===== src/rtl/ddp_tx_segmenter.sv =====
// Multi-channel DDP transmit segmenter: round-robin grant, segment split,
// header word plus payload words into the GearBox packet FIFO.
module ddp_tx_segmenter #(
    parameter int NUM_CH = 4,
    parameter int DATA_W = 256,
    parameter int HDR_W = 56,
    parameter int LEN_W = 16,
    parameter int MAX_SEG_BYTES = 1024,
    parameter int INTERLEAVE = 0,
    localparam int CH_W = (NUM_CH > 1) ? $clog2(NUM_CH) : 1,
    localparam int BYTES = DATA_W / 8,
    localparam int EMP_W = $clog2(BYTES)
) (
    input  logic                    clock,
    input  logic                    reset,
    input  logic [NUM_CH-1:0]       reqValid,
    input  logic [NUM_CH*HDR_W-1:0] reqHeader,
    input  logic [NUM_CH*LEN_W-1:0] reqLen,
    output logic [NUM_CH-1:0]       reqReady,
    output logic [CH_W-1:0]         dataSel,
    input  logic [DATA_W-1:0]       dataIn,
    input  logic                    dataEmpty,
    output logic                    dataPop,
    output logic [DATA_W-1:0]       pktData,
    output logic                    pktSop,
    output logic                    pktEop,
    output logic [EMP_W-1:0]        pktEmpty,
    output logic [CH_W-1:0]         pktCh,
    output logic                    pktPush,
    input  logic                    pktFull
);

    typedef enum logic [1:0] {
        IDLE,
        HDR,
        DATA
    } state_t;

    state_t state;
    state_t nextState;

    logic [CH_W-1:0]   ptr;
    logic [31:0]       offsetQ [NUM_CH];
    logic [LEN_W-1:0]  remQ [NUM_CH];
    logic [NUM_CH-1:0] activeQ;
    logic [NUM_CH-1:0] readyQ;
    logic [31:0]       wordCnt;

    logic [NUM_CH-1:0] eligible;
    logic              grantValid;
    logic [CH_W-1:0]   grantCh;
    logic [CH_W-1:0]   cand;
    logic [31:0]       remCur;
    logic [31:0]       segCur;
    logic [31:0]       segWords;
    logic [31:0]       newRem;
    logic              lastSeg;
    logic              finalWord;
    logic [DATA_W-1:0] hdrWord;

    assign reqReady = readyQ;
    assign dataSel = ptr;

    // A channel whose completion pulse is showing must not be re-granted
    assign eligible = reqValid & ~readyQ;

    always_comb begin
        grantValid = 1'b0;
        grantCh = '0;
        cand = '0;
        for (int i = 1; i <= NUM_CH; i++) begin
            cand = CH_W'((32'(ptr) + 32'(i)) % 32'(NUM_CH));
            if (!grantValid && eligible[cand]) begin
                grantValid = 1'b1;
                grantCh = cand;
            end
        end
    end

    always_comb begin
        remCur = 32'(remQ[ptr]);
        segCur = (remCur > 32'(MAX_SEG_BYTES)) ? 32'(MAX_SEG_BYTES) : remCur;
        lastSeg = (remCur == segCur);
        segWords = (segCur + 32'(BYTES - 1)) / 32'(BYTES);
        newRem = remCur - segCur;
    end

    always_comb begin
        hdrWord = '0;
        hdrWord[HDR_W-1:0] = reqHeader[32'(ptr) * HDR_W +: HDR_W];
        hdrWord[HDR_W +: 32] = offsetQ[ptr];
        hdrWord[HDR_W + 32] = lastSeg;
    end

    always_ff @(posedge clock or posedge reset) begin
        if (reset) begin
            state <= IDLE;
        end else begin
            state <= nextState;
        end
    end

    always_comb begin
        nextState = state;
        pktPush = 1'b0;
        dataPop = 1'b0;
        pktData = '0;
        pktSop = 1'b0;
        pktEop = 1'b0;
        pktEmpty = '0;
        pktCh = '0;
        finalWord = 1'b0;
        unique case (state)
            IDLE: begin
                if (grantValid) begin
                    nextState = HDR;
                end
            end
            HDR: begin
                if (!pktFull) begin
                    pktPush = 1'b1;
                    pktData = hdrWord;
                    pktSop = 1'b1;
                    pktCh = ptr;
                    if (segCur == 32'd0) begin
                        pktEop = 1'b1;
                        nextState = IDLE;
                    end else begin
                        nextState = DATA;
                    end
                end
            end
            DATA: begin
                if (!pktFull && !dataEmpty) begin
                    pktPush = 1'b1;
                    dataPop = 1'b1;
                    pktData = dataIn;
                    pktCh = ptr;
                    if (wordCnt == 32'd1) begin
                        finalWord = 1'b1;
                        pktEop = 1'b1;
                        pktEmpty = EMP_W'((32'(BYTES) - (segCur % 32'(BYTES))) % 32'(BYTES));
                        if (newRem == 32'd0 || INTERLEAVE != 0) begin
                            nextState = IDLE;
                        end else begin
                            nextState = HDR;
                        end
                    end
                end
            end
            default: nextState = IDLE;
        endcase
    end

    always_ff @(posedge clock or posedge reset) begin
        if (reset) begin
            ptr <= '0;
            wordCnt <= '0;
            readyQ <= '0;
            activeQ <= '0;
            for (int i = 0; i < NUM_CH; i++) begin
                offsetQ[i] <= '0;
                remQ[i] <= '0;
            end
        end else begin
            readyQ <= '0;
            if (state == IDLE && grantValid) begin
                ptr <= grantCh;
                // An interleaved channel keeps its context between grants
                if (!activeQ[grantCh]) begin
                    activeQ[grantCh] <= 1'b1;
                    offsetQ[grantCh] <= '0;
                    remQ[grantCh] <= reqLen[32'(grantCh) * LEN_W +: LEN_W];
                end
            end
            if (state == HDR && pktPush) begin
                if (segCur == 32'd0) begin
                    readyQ[ptr] <= 1'b1;
                    activeQ[ptr] <= 1'b0;
                    offsetQ[ptr] <= '0;
                    remQ[ptr] <= '0;
                end else begin
                    wordCnt <= segWords;
                end
            end
            if (state == DATA && pktPush) begin
                wordCnt <= wordCnt - 32'd1;
                if (finalWord) begin
                    if (newRem == 32'd0) begin
                        readyQ[ptr] <= 1'b1;
                        activeQ[ptr] <= 1'b0;
                        offsetQ[ptr] <= '0;
                        remQ[ptr] <= '0;
                    end else begin
                        offsetQ[ptr] <= offsetQ[ptr] + segCur;
                        remQ[ptr] <= LEN_W'(newRem);
                    end
                end
            end
        end
    end

endmodule


===== config.mk =====
export PLATFORM = sky130hd
export DESIGN_NAME = ddp_tx_segmenter
export DESIGN_NICKNAME = d
export VERILOG_FILES = /design/src/rtl/ddp_tx_segmenter.sv
export SDC_FILE = /design/constraint.sdc
export NUM_CORES = 1
export LEC_CHECK = 0
export BUFFER_PORTS_ARGS = -buffer_cell sky130_fd_sc_hd__buf_2
export CAP_MARGIN = 20
export CORE_AREA = 2 2 321 323
export CTS_CLUSTER_DIAMETER = 30
export DETAILED_ROUTE_END_ITERATION = 10
export DIE_AREA = 0 0 323 325
export RECOVER_POWER = 25
export SLEW_MARGIN = 20
export SYNTH_ARGS = -nofsm -noshare
export SYNTH_HDL_FRONTEND = slang
export SYNTH_SLANG_ARGS = --single-unit
export TNS_END_PERCENT = 30

===== constraint.sdc =====
create_clock -name clock -period 6.87 [get_ports clock]
set_clock_uncertainty 0.1 [all_clocks]
set_input_delay 0.3435 -clock clock [delete_from_list [all_inputs] [get_ports clock]]
set_output_delay 0.3435 -clock clock [all_outputs]
set_load 0.01 [all_outputs]

After elaboration in Yosys (flattened, before gate mapping). Cells that the tools add are included.

Flip-flop bits (word level): 236. Input bits: 552. Logic and storage cells: 182.

$add $sub $neg: 9. Multiply operators: 1. $lt $le $gt $ge: 13. Eq/ne operators: 9. Shift operators: 2. Mux-type cells: 96. Bitwise gates (word level): 17. Reductions and logical operators: 22.

Operators by type and width (count): $mux 128 (7); $pmux 256 s2 (1); $mux 64 (7); $and 128x128->128 (3); $mux 256 (1); $not 128->128 (2); $mux 32 (7); $shiftx 224x9->56 (1); $and 64x64->64 (2); $bwmux 128 (1); $bwmux 64 (2); $demux 32 s2 (2); $mux 89 (1); $mux 16 (5); $bmux 32 s2 (1); $demux 16 s2 (2); $logic_not 32->1 (2); $not 64->64 (1); $shiftx 64x7->16 (1); $mux 4 (12); $add 32x16->32 (1); $bmux 16 s2 (1); $eq 32x1->1 const B (1); $sub 32x1->32 const B (1); other kinds (34) (104).

Depth between registers and ports, before layout. Gate-level depths: netlist of the first run.

Word-level depth: 30. Gate-level depth with buffers: 21. Mapped depth without buffers: 15.

Worst setup path after synthesis of the first run. Ideal clock, no wire load.

Kind: register to register. From: register ptr[0], in the netlist dataSel[0]. To: register offsetQ[86] (netlist name). Arrival: 5.100 ns. Data required time: 6.633 ns. Path slack: 1.533 ns. Cell stages (with the launch flop): 17. Path buffers: 6. Cells stage by stage: dfrtp_1 > buf_6 > buf_6 > buf_2 > buf_2 > clkbuf_1 > buf_1 > mux4_2 > fa_1 > a211oi_1 > o21a_1 > o311a_1 > o21ai_0 > a31oi_1 > nor3_1 > xnor2_1 > o21ai_0.

Longest elaborated chain between the ends: 29. Elaborated cells on any way between the ends: 66. Classes of those cells: 6 x add/sub; 5 x order compare; 37 x mux; 7 x bitwise; 11 x reduce/logical.

RTL lines: start, declared (line 42) `logic [CH_W-1:0] ptr;`; start signal, assigned (line 168) `ptr <= grantCh;`; $add 2x1->2 (line 72) `cand = CH_W'((32'(ptr) + 32'(i)) % 32'(NUM_CH));`; $bmux 1 s2 (line 73) `if (!grantValid && eligible[cand]) begin`; $mux 1 (implied by the code) (line 73); $mux 1 (line 73); $logic_not 1->1 (line 73); $logic_and 1x1->1 (line 73); $mux 1 (line 73); $logic_not 1->1 (line 73); (+13 left out); $mux 128 (line 167) `if (state == IDLE && grantValid) begin`; $and 128x128->128 (no source line); $mux 128 (line 177) `if (segCur == 32'd0) begin`; $mux 128 (line 176) `if (state == HDR && pktPush) begin`; $bwmux 128 / $and 128x128->128 (equally long branches); $mux 128 (line 189) `if (newRem == 32'd0) begin`; $mux 128 (line 188) `if (finalWord) begin`; $mux 128 * (line 186) `if (state == DATA && pktPush) begin`; end signal, assigned by index (line 195) `offsetQ[ptr] <= offsetQ[ptr] + segCur;`; end, declared (line 43) `logic [31:0] offsetQ [NUM_CH];`.

Every way passes the cells marked *; elsewhere a longest branch is shown, timed or not. The select of a mux whose other input is x is not followed. A chain may end at the register's enable or synchronous reset.

Final worst setup path of the first run.
From: register ptr[0], in the netlist dataSel[0]. To: register offsetQ[91] (netlist name).

The elaborated chain is that of the path after synthesis.

==> impl_metrics.env, run 1 <==
export IMPL_outcome="finished with violations"
export IMPL_failed_checks="max-capacitance violations, max-slew violations"
export IMPL_internal_power_mw=4.96
export IMPL_cts_sinks=236
export IMPL_period_needed_ps=5760
export IMPL_cp_arrival_ps=6080
export IMPL_worstPathCellList="mux4_1 -> or4_1 -> o31ai_1 -> buf_4 -> and2_1 -> nand2_1 -> inv_1 -> ha_1 -> a211oi_1 -> o211ai_1 -> a32o_1 -> nor2_1 -> o31ai_1 -> buf_4 -> nand2_1 -> xor2_1 -> o21ai_0"
export IMPL_startpoint_type="flip-flop"
export IMPL_ys_types=79
export IMPL_post_route_period_util_pct=83.8
export IMPL_fin_nets=3086
export IMPL_track_usage_pct=20.3
export IMPL_path_buf_inv=3
export IMPL_final_common_cell="buf_2"
export IMPL_cts_buffers=52
export IMPL_power_frac_comb_pct=47.3
export IMPL_first_global_vias=17600
export IMPL_chipHeight_microns=325
export IMPL_fp_row_count=117
export IMPL_ys_seq_area_share_pct=35.0
export IMPL_placed_cell_area_sq_um=22300
export IMPL_critical_path_max_stage_delay_ps=930
export IMPL_critPathKind="flip-flop to flip-flop"
export IMPL_ys_ff_latch=236
export IMPL_htree_levels=2
export IMPL_drt_iter0_drc=1607
export IMPL_die_area_sq_um=105000
export IMPL_finalSetupTns_ps=0
export IMPL_whs_ps=37.3
export IMPL_slew_headroom_pct=-174
export IMPL_crit_family="simple AND/OR/NAND/NOR gates"
export IMPL_post_cts_buffers=0
export IMPL_synthFlopType="dfrtp_1"
export IMPL_final_cell_area_sq_um=24300
export IMPL_p_switching_mw=3.71
export IMPL_syn_area_per_cell_sq_um=9.74
export IMPL_dr_pass1_iters=5
export IMPL_place_hpwl_mm=91.3
export IMPL_syn_area_sq_um=16900
export IMPL_grt_max_degree=157
export IMPL_grt_remaining_overflow=0
export IMPL_grt_setup_unrepaired="false"
export IMPL_gp_congestion=0.925
export IMPL_area_delta_synth_final_pct=44.0
export IMPL_cts_tree="built"
export IMPL_routedWlPerCell_microns=28.2
export IMPL_irDropWorstVdd_uv=217
export IMPL_port_buffer_count=824
export IMPL_vias_per_cell=4.69
export IMPL_postRouteAntennaNets=0
export IMPL_drive_gt1_share_pct=42.7
export IMPL_final_cell_mix="buf_2, dfrtp_1, and2_1"
export IMPL_hold_class="input pin to flip-flop"
export IMPL_grt_pass1_wl_mm=147
export IMPL_path_clk_slew_ps=50
export IMPL_p_sw_share_pct=42.7
export IMPL_clock_latency_ps=570
export IMPL_cp_required_ps=7190
export IMPL_drt_total_wl_mm=111
export IMPL_cts_max_path_buffers=3
export IMPL_critPathCaptureType="flip-flop"
export IMPL_fp_dieW_microns=323
export IMPL_ioPinCount=825
export IMPL_final_core_util_pct=24.0
export IMPL_cts_hold_buf=1
export IMPL_slew_viol_final=157
export IMPL_drc=0
export IMPL_worst_slew_pin_slew_ps=4110
export IMPL_seq_power_share_pct=21.7
export IMPL_synthCells=1732
export IMPL_pwr_share_clk_pct=31.0
export IMPL_synth_edf_count=0
export IMPL_cp_slowest_cell="dfrtp_4"
export IMPL_cts_resized=0
export IMPL_power_mw=8.67
export IMPL_antenna_found_initial=85
export IMPL_setup_viol=0
export IMPL_start_util_pct=16.7
export IMPL_core_area_sq_um=101000
export IMPL_p_per_area_nw_per_um2=357
export IMPL_synth_async_reset_ratio_pct=100
export IMPL_ys_warnings_count=0
export IMPL_cap_violations=1
export IMPL_dr_total_vias=18500
export IMPL_hold_viol=0
export IMPL_path_max_fanout=43
export IMPL_cts_root_buf="clkbuf_16"
export IMPL_max_freq_ghz=0.174
export IMPL_leakage_nw=11.5
==> power groups by stage <==
stage	Sequential, mW	Clock, mW	Combinational (mW)
after floorplan	1.73	0	2.77
after global placement	1.89	0	4.06
after detailed placement	1.90	0	4.09
after CTS	1.88	2.72	4.11
after global routing	1.92	2.78	4.40
final	1.88	2.69	4.10
==> stage by stage <==
stage | setup WS, ps | cells
2_1_floorplan | 1530 | 1737
3_3_place_gp | 1110 | 3816
3_5_place_dp | 1130 | 3816
4_1_cts | 1130 | 3913
5_1_grt | 710 | 3930
6_report | 1110 | 3941
==> routing by layer <==
layer / part of all wire (%) / GRT usage, %
met1: 35 / 22.3
met2: 53 / 38.4
met5: 0.17 / 0
met3: 8.2 / 4.46
met4: 3.8 / 6.12
==> synth_stat cells (20+ instances only) <==
master / n / area share [%]
a21o_1: 26 / 1.2
a21oi_1: 62 / 1.8
a22o_1: 111 / 5.8
and2_1: 181 / 6.7
clkbuf_1: 104 / 2.3
dfrtp_1: 236 / 35
ha_1: 30 / 2.2
inv_1: 22 / 0.49
mux2i_1: 20 / 1.2
mux4_2: 97 / 13
nand2_1: 165 / 3.7
nand3_1: 41 / 1.2
nand4_1: 30 / 1.1
nor2_1: 51 / 1.1
nor3_1: 51 / 1.5
o21ai_0: 123 / 3.6
o21ai_1: 26 / 0.77
o21ai_2: 20 / 1.0
o22ai_1: 20 / 0.74
o2bb2ai_1: 26 / 1.4
or3_1: 20 / 0.74
xnor2_1: 26 / 1.4
==> tightest hold or removal path, delay by kind of cell <==
family	cells	cell delay (ps)
AO/OA/AOI/OAI	2	150
buffers and inverters	1	100
AND/OR/NAND/NOR	1	60
==> layout make-up <==
type	instances	area [sq um]
fillers	11000	77000
inverters	24	93.8
flip-flops and latches	236	5910
clock buffers	65	1430
clock inverters	31	454
well taps	1368	1710
repair buffers	849	4310
multi-input cells	1340	10300
diodes	28	70.1
==> flip-flops by register name, indices dropped and copies added (netlist names) <==
signal    cells
activeQ       4
dataSel       2
offsetQ     128
remQ         64
reqReady      4
state         2
wordCnt      32
==> worst paths after layout <==
check	from	to	slack (ps)	depth (start not counted)
setup / recovery	dataSel[0]	offsetQ[91]	1110	17
hold / removal	reqLen[47]	remQ[31]	40	4
setup reg to reg	dataSel[0]	offsetQ[91]	1110	17
hold reg to reg	offsetQ[106]	offsetQ[106]	370	2
max in group asynchronous	reset	dataSel[0]	1870	4
min in group asynchronous	reset	remQ[20]	1770	4
==> logic make-up after synthesis <==
kind of cell / Yosys count / share of synthesized area [%]
fa+ha+maj: 31 / 2.34
flops: 236 / 35.0
mux: 128 / 15.6
buf+inv: 161 / 4.21
simple gates: 645 / 20.9
other cells: 1 / 0.0222
compound gates: 488 / 19.8
xor+xnor: 42 / 2.18
No activity file was read; power rests on OpenSTA's default activity.
==> run 2, diff against run 1 <==
==> constraint.sdc (replaced) <==
create_clock -name clock -period 5.2 [get_ports clock]
set_clock_uncertainty 0.1 [all_clocks]
set_input_delay 0.26 -clock clock [delete_from_list [all_inputs] [get_ports clock]]
set_output_delay 0.26 -clock clock [all_outputs]
set_load 0.01 [all_outputs]
==> run 2 against run 1 <==
Net effect: global-route usage hardly changed; via count is 0.12% higher; sequential share of layout area decreased by 0.56 points; final cell count rose by 1.4%; critical endpoint is now offsetQ[95]; critical path depth down 1; power rose by 36%; the flow still finishes with violations (max-capacitance violations, max-slew violations).
==> impl_metrics.env, run 2 (synthesis gave the netlist of run 1 again) <==
export IMPL_outcome="finished with violations"
export IMPL_failed_checks="max-capacitance violations, max-slew violations"
export IMPL_grt_pass1_wl_mm=147
export IMPL_period_needed_ps=4880
export IMPL_area_delta_synth_final_pct=47.4
export IMPL_place_hpwl_mm=92.3
export IMPL_first_global_vias=17900
export IMPL_die_area_sq_um=105000
export IMPL_start_util_pct=16.7
export IMPL_routedWlPerCell_microns=27.8
export IMPL_cap_violations=3
export IMPL_track_usage_pct=20.3
export IMPL_hold_viol=0
export IMPL_dr_total_vias=18500
export IMPL_reg_top3="offsetQ: 128 flops, remQ: 64 flops, wordCnt: 32 flops"
export IMPL_cp_arrival_ps=5230
export IMPL_critPathCaptureType="flip-flop"
export IMPL_p_sw_share_pct=42.3
export IMPL_final_cell_mix="buf_2, dfrtp_1, and2_1"
export IMPL_final_common_cell="buf_2"
export IMPL_startpoint_type="flip-flop"
export IMPL_gp_congestion=0.946
export IMPL_finalSetupTns_ps=0
export IMPL_port_buffer_count=824
export IMPL_drc=0
export IMPL_path_clk_slew_ps=50
export IMPL_power_frac_comb_pct=48.8
export IMPL_cp_required_ps=5540
export IMPL_htree_levels=2
export IMPL_antenna_found_initial=96
export IMPL_grt_remaining_overflow=0
export IMPL_cts_sinks=236
export IMPL_setup_viol=0
export IMPL_post_route_period_util_pct=93.9
export IMPL_ioPinCount=825
export IMPL_internal_power_mw=6.81
export IMPL_grt_max_degree=131
export IMPL_fp_row_count=117
export IMPL_worst_slew_pin_slew_ps=2540
export IMPL_multi_input_area_sq_um=10300
export IMPL_power_mw=11.8
export IMPL_register_area_sq_um=5910
export IMPL_fin_nets=3141
export IMPL_p_per_area_nw_per_um2=475
export IMPL_cts_max_path_buffers=3
export IMPL_chipHeight_microns=325
export IMPL_postRouteAntennaNets=0
export IMPL_hold_class="input pin to flip-flop"
export IMPL_leakage_nw=11.8
export IMPL_drt_total_wl_mm=111
export IMPL_cts_buffers=52
export IMPL_fillers=11000
export IMPL_seq_power_share_pct=20.2
export IMPL_vias_per_cell=4.63
export IMPL_drt_iter0_drc=1557
export IMPL_slew_headroom_pct=-69.2
export IMPL_grt_setup_unrepaired="false"
export IMPL_slew_viol_final=218
export IMPL_fp_dieW_microns=323
export IMPL_drive_gt1_share_pct=43.2
export IMPL_dr_pass1_iters=5
export IMPL_pwr_share_clk_pct=31.0
export IMPL_critPathKind="flip-flop to flip-flop"
export IMPL_core_area_sq_um=101000
export IMPL_cts_root_buf="clkbuf_16"
export IMPL_largest_reg_flops=128
export IMPL_p_switching_mw=5.00
export IMPL_max_freq_ghz=0.205
export IMPL_path_max_fanout=7
export IMPL_cts_tree="built"
export IMPL_regMostFlops="offsetQ"
export IMPL_clock_latency_ps=610
export IMPL_irDropWorstVdd_uv=423
-- run 2: changes by cell type in the layout (fill, tap and decap cells not counted), moves of 3 or more --
cell           delta
inv_6             -4
diode_2           -3
dlygate4sd3_1    +19
clkinv_2          -4
buf_4            +30
buf_12            +4
clkinv_4          +4
-- run 2: stage by stage --
| step | hold slack (ps) | area [sq um] | worst slack [ps] | instances | util [%] |
|---|---|---|---|---|---|
| 6_report | 17.3 | 24900 | 315 | 3995 | 24.5 |
| 5_1_grt | 40.6 | 24800 | 11.4 | 3982 | 24.5 |
| 4_1_cts | 3.39 | 24800 | 54.6 | 3968 | 24.5 |
| 3_5_place_dp | 367 | 22600 | 101 | 3850 | 22.3 |
| 3_3_place_gp | 357 | 22600 | 161 | 3850 | 22.3 |
| 2_1_floorplan | 328 | 16900 | -137 | 1737 | - |
-- run 2: path summary, 6_finish.rpt --
path / depth (start not counted) / end / slack [ps] / startpoint
max: 16 / offsetQ[95] / 320 / dataSel[0]
min: 4 / remQ[63] / 20 / reqLen[15]
max reg2reg: 16 / offsetQ[95] / 320 / dataSel[0]
min reg2reg: 2 / offsetQ[108] / 370 / offsetQ[108]
max in group asynchronous: 4 / offsetQ[103] / 1360 / reset
min in group asynchronous: 3 / remQ[20] / 560 / reset
-- run 2: repair_timing --
action,4_1_cts,5_1_grt
hold buffers,20,0
resized for setup,0,6
endpoints found under the hold margin,56,0
setup buffers,0,2
endpoints found under the setup margin,0,65
-- run 2: power groups by stage --
stage          Sequential, mW  Clock (mW)  Combinational [mW]
6_report                 2.38        3.66                5.77
5_1_grt                  2.41        3.80                6.18
4_1_cts                  2.38        3.71                5.74
3_5_place_dp             2.40           0                5.70
3_3_place_gp             2.40           0                5.70
2_1_floorplan            2.29           0                3.65
-- run 2: layout make-up --
class / instances / area share, %
Inverter: 24 / 0.367
Clock buffer: 66 / 5.77
Multi-Input combinational cell: 1340 / 41.4
Antenna cell: 25 / 0.252
Sequential cell: 236 / 23.8
Clock inverter: 32 / 2.13
Tap cell: 1368 / 6.89
Timing Repair Buffer: 904 / 19.4
-- run 2: layer usage --
layer,global-route usage [%],part of all wire [%],up-vias
li1,-,-,8168
met1,21.9,35,9071
met2,38.6,54,949
met3,4.76,7.5,250
met4,6.12,3.5,54
met5,0,0.29,-
-- run 2: worst max-delay path, stage by stage (launching register included) --
cell,delay (ps)
dfrtp_4,470
mux4_1,590
or4_1,630
o31ai_2,320
and2_1,270
nand2_1,130
inv_1,120
ha_1,250
a211oi_1,290
o211ai_1,210
a32o_1,310
nor2_1,170
o31ai_1,100
buf_4,180
nor3b_1,150
xnor2_1,290
o21ai_0,150
==> run 3, diff against run 2 <==
==> constraint.sdc (replaced) <==
create_clock -name clock -period 4.27 [get_ports clock]
set_clock_uncertainty 0.1 [all_clocks]
set_input_delay 0.2135 -clock clock [delete_from_list [all_inputs] [get_ports clock]]
set_output_delay 0.2135 -clock clock [all_outputs]
set_load 0.01 [all_outputs]
==> run 3 against run 2 <==
Net effect: the flow finishes with violations (max-capacitance violations, max-slew violations, negative setup slack); worst hold slack improved by 6.0 ps; count of clock-buffer cells in the layout is 6 lower; non-clock buffer count up 163; power rose by 28%; sequential power rose by 21%.
==> impl_metrics.env, run 3 (synthesis gave the netlist of run 1 again) <==
export IMPL_area_delta_synth_final_pct=59.8
export IMPL_internal_power_mw=8.74
export IMPL_clock_latency_ps=580
export IMPL_first_global_vias=18800
export IMPL_chipHeight_microns=325
export IMPL_regMostFlops="offsetQ"
export IMPL_fin_nets=3302
export IMPL_largest_reg_flops=128
export IMPL_antenna_found_initial=85
export IMPL_port_buffer_count=824
export IMPL_hold_depth=4
export IMPL_cts_max_path_buffers=3
export IMPL_postRouteAntennaNets=0
export IMPL_grt_remaining_overflow=0
export IMPL_gp_congestion=0.918
export IMPL_max_freq_ghz=0.225
export IMPL_die_area_sq_um=105000
export IMPL_slew_headroom_pct=-43.1
export IMPL_grt_setup_unrepaired="true"
export IMPL_startpoint_type="flip-flop"
export IMPL_fp_dieW_microns=323
export IMPL_period_needed_ps=4450
export IMPL_drt_iter0_drc=1471
export IMPL_drc=0
export IMPL_failed_checks="max-capacitance violations, max-slew violations, negative setup slack"
export IMPL_htree_levels=2
export IMPL_dr_total_vias=19200
export IMPL_post_route_period_util_pct=104
export IMPL_finalSetupTns_ps=-5910
export IMPL_p_switching_mw=6.36
export IMPL_cp_required_ps=4610
export IMPL_critPathKind="flip-flop to flip-flop"
export IMPL_setup_viol=70
export IMPL_start_util_pct=16.7
export IMPL_vias_per_cell=4.61
export IMPL_cts_root_buf="clkbuf_16"
export IMPL_place_hpwl_mm=94.2
export IMPL_cp_arrival_ps=4790
export IMPL_drt_total_wl_mm=114
export IMPL_placedCellCount=3975
export IMPL_cap_violations=2
export IMPL_seq_power_share_pct=19.1
export IMPL_power_frac_comb_pct=53.7
export IMPL_drive_gt1_share_pct=50.2
export IMPL_hold_viol=0
export IMPL_leakage_nw=12.9
export IMPL_cts_buffers=50
export IMPL_ioPinCount=825
export IMPL_routedWlPerCell_microns=27.3
export IMPL_track_usage_pct=20.6
export IMPL_pwr_share_clk_pct=27.2
export IMPL_irDropWorstVdd_uv=506
export IMPL_slew_viol_final=147
export IMPL_fin_ws_ps=-181
export IMPL_p_per_area_nw_per_um2=560
export IMPL_cts_tree="built"
export IMPL_final_cell_mix="buf_2, dfrtp_1, and2_1"
export IMPL_path_max_fanout=4
export IMPL_p_sw_share_pct=42.1
export IMPL_path_clk_slew_ps=50
export IMPL_fp_row_count=117
export IMPL_final_common_cell="buf_2"
export IMPL_critPathCaptureType="flip-flop"
export IMPL_reg_top3="offsetQ: 128 flops, remQ: 64 flops, wordCnt: 32 flops"
export IMPL_outcome="finished with violations"
export IMPL_hold_class="input pin to flip-flop"
export IMPL_r2r_cells=19
export IMPL_worst_slew_pin_slew_ps=2150
export IMPL_final_instance_count_excl_fill=4165
export IMPL_grt_max_degree=85
export IMPL_cts_sinks=236
export IMPL_dr_pass1_iters=5
export IMPL_core_area_sq_um=101000
export IMPL_grt_pass1_wl_mm=151
## run 3: cell count changes in the layout (fill, tap and decap cells not counted), moves of 13 or more
| cell | change |
|---|---|
| buf_12 | +13 |
| buf_4 | +124 |
| buf_6 | +19 |
| diode_2 | +13 |
| o21ai_0 | -26 |
| o21ai_2 | +18 |
| o2bb2ai_1 | -16 |
| o2bb2ai_2 | +16 |
## run 3: final cells by class
| type | count | area [sq um] |
|---|---|---|
| sequential | 236 | 5910 |
| multi-input combinational | 1340 | 11000 |
| fill | 10900 | 74400 |
| tap | 1368 | 1710 |
| inverter | 24 | 96.3 |
| timing repair buffer | 1067 | 6310 |
| clock inverter | 32 | 449 |
| clock buffer | 60 | 1340 |
| antenna | 38 | 95.1 |
## run 3: worst max-delay path, stage by stage (launching register included)
cell      delay [ps]
dfrtp_4          520
buf_12           150
buf_12           120
mux4_2           470
or3_4            410
o31ai_4          230
buf_6            130
and2_4           160
nand2_4           60
inv_4             70
ha_4             220
a211oi_4         220
o211ai_1         190
buf_4            200
a31o_4           210
a21o_1           170
a21o_1           170
a21oi_2          170
xnor2_2          110
a22o_1           210
## run 3: worst paths after layout
kind / start / end / slack (ps)
max in group asynchronous: reset / offsetQ[82] / 1110
worst max register to register: dataSel[0] / offsetQ[75] / -180
min in group asynchronous: reset / remQ[13] / 330
worst max-delay path: dataSel[0] / offsetQ[75] / -180
worst min-delay path: reqLen[13] / remQ[61] / 20
worst min register to register: offsetQ[102] / offsetQ[102] / 370
## run 3: through the flow
stage | cell area [sq um] | worst slack, ps | hold slack [ps] | total power [mW] | util [%]
3_5_place_dp | 23700 | -535 | 247 | 10.5 | 23.4
5_1_grt | 26900 | -287 | 29.2 | 15.8 | 26.6
2_1_floorplan | 16900 | -1070 | 281 | 7.23 | -
3_3_place_gp | 23700 | -517 | 245 | 10.4 | 23.4
6_report | 27000 | -181 | 23.3 | 15.1 | 26.6
4_1_cts | 26500 | -136 | 3.21 | 15.0 | 26.1
## run 3: layer usage
metal | share of wire, % | global-route usage, % | wire [microns] | vias to the layer above
li1 | - | - | - | 8516
met1 | 34 | 21.7 | 39200 | 9492
met2 | 54 | 38.8 | 60900 | 939
met3 | 7.8 | 5.65 | 8920 | 214
met4 | 3.9 | 7.53 | 4440 | 46
met5 | 0.25 | 0 | 280 | -
## run 3: repair_timing
item                                   CTS  global route
pin swaps                               63            37
setup endpoints to repair              128           126
resized for setup                      121            70
endpoints found under the hold margin   43             0
cloned                                   1             0
hold buffers                            24             0
buffers inserted                        26            13
## run 3: power groups by stage
stage          Clock, mW  Sequential (mW)  Combinational (mW)
6_report            4.11             2.88                8.11
5_1_grt             4.26             2.91                8.68
4_1_cts             4.16             2.87                7.97
3_5_place_dp           0             2.89                7.61
3_3_place_gp           0             2.89                7.54
2_1_floorplan          0             2.79                4.45
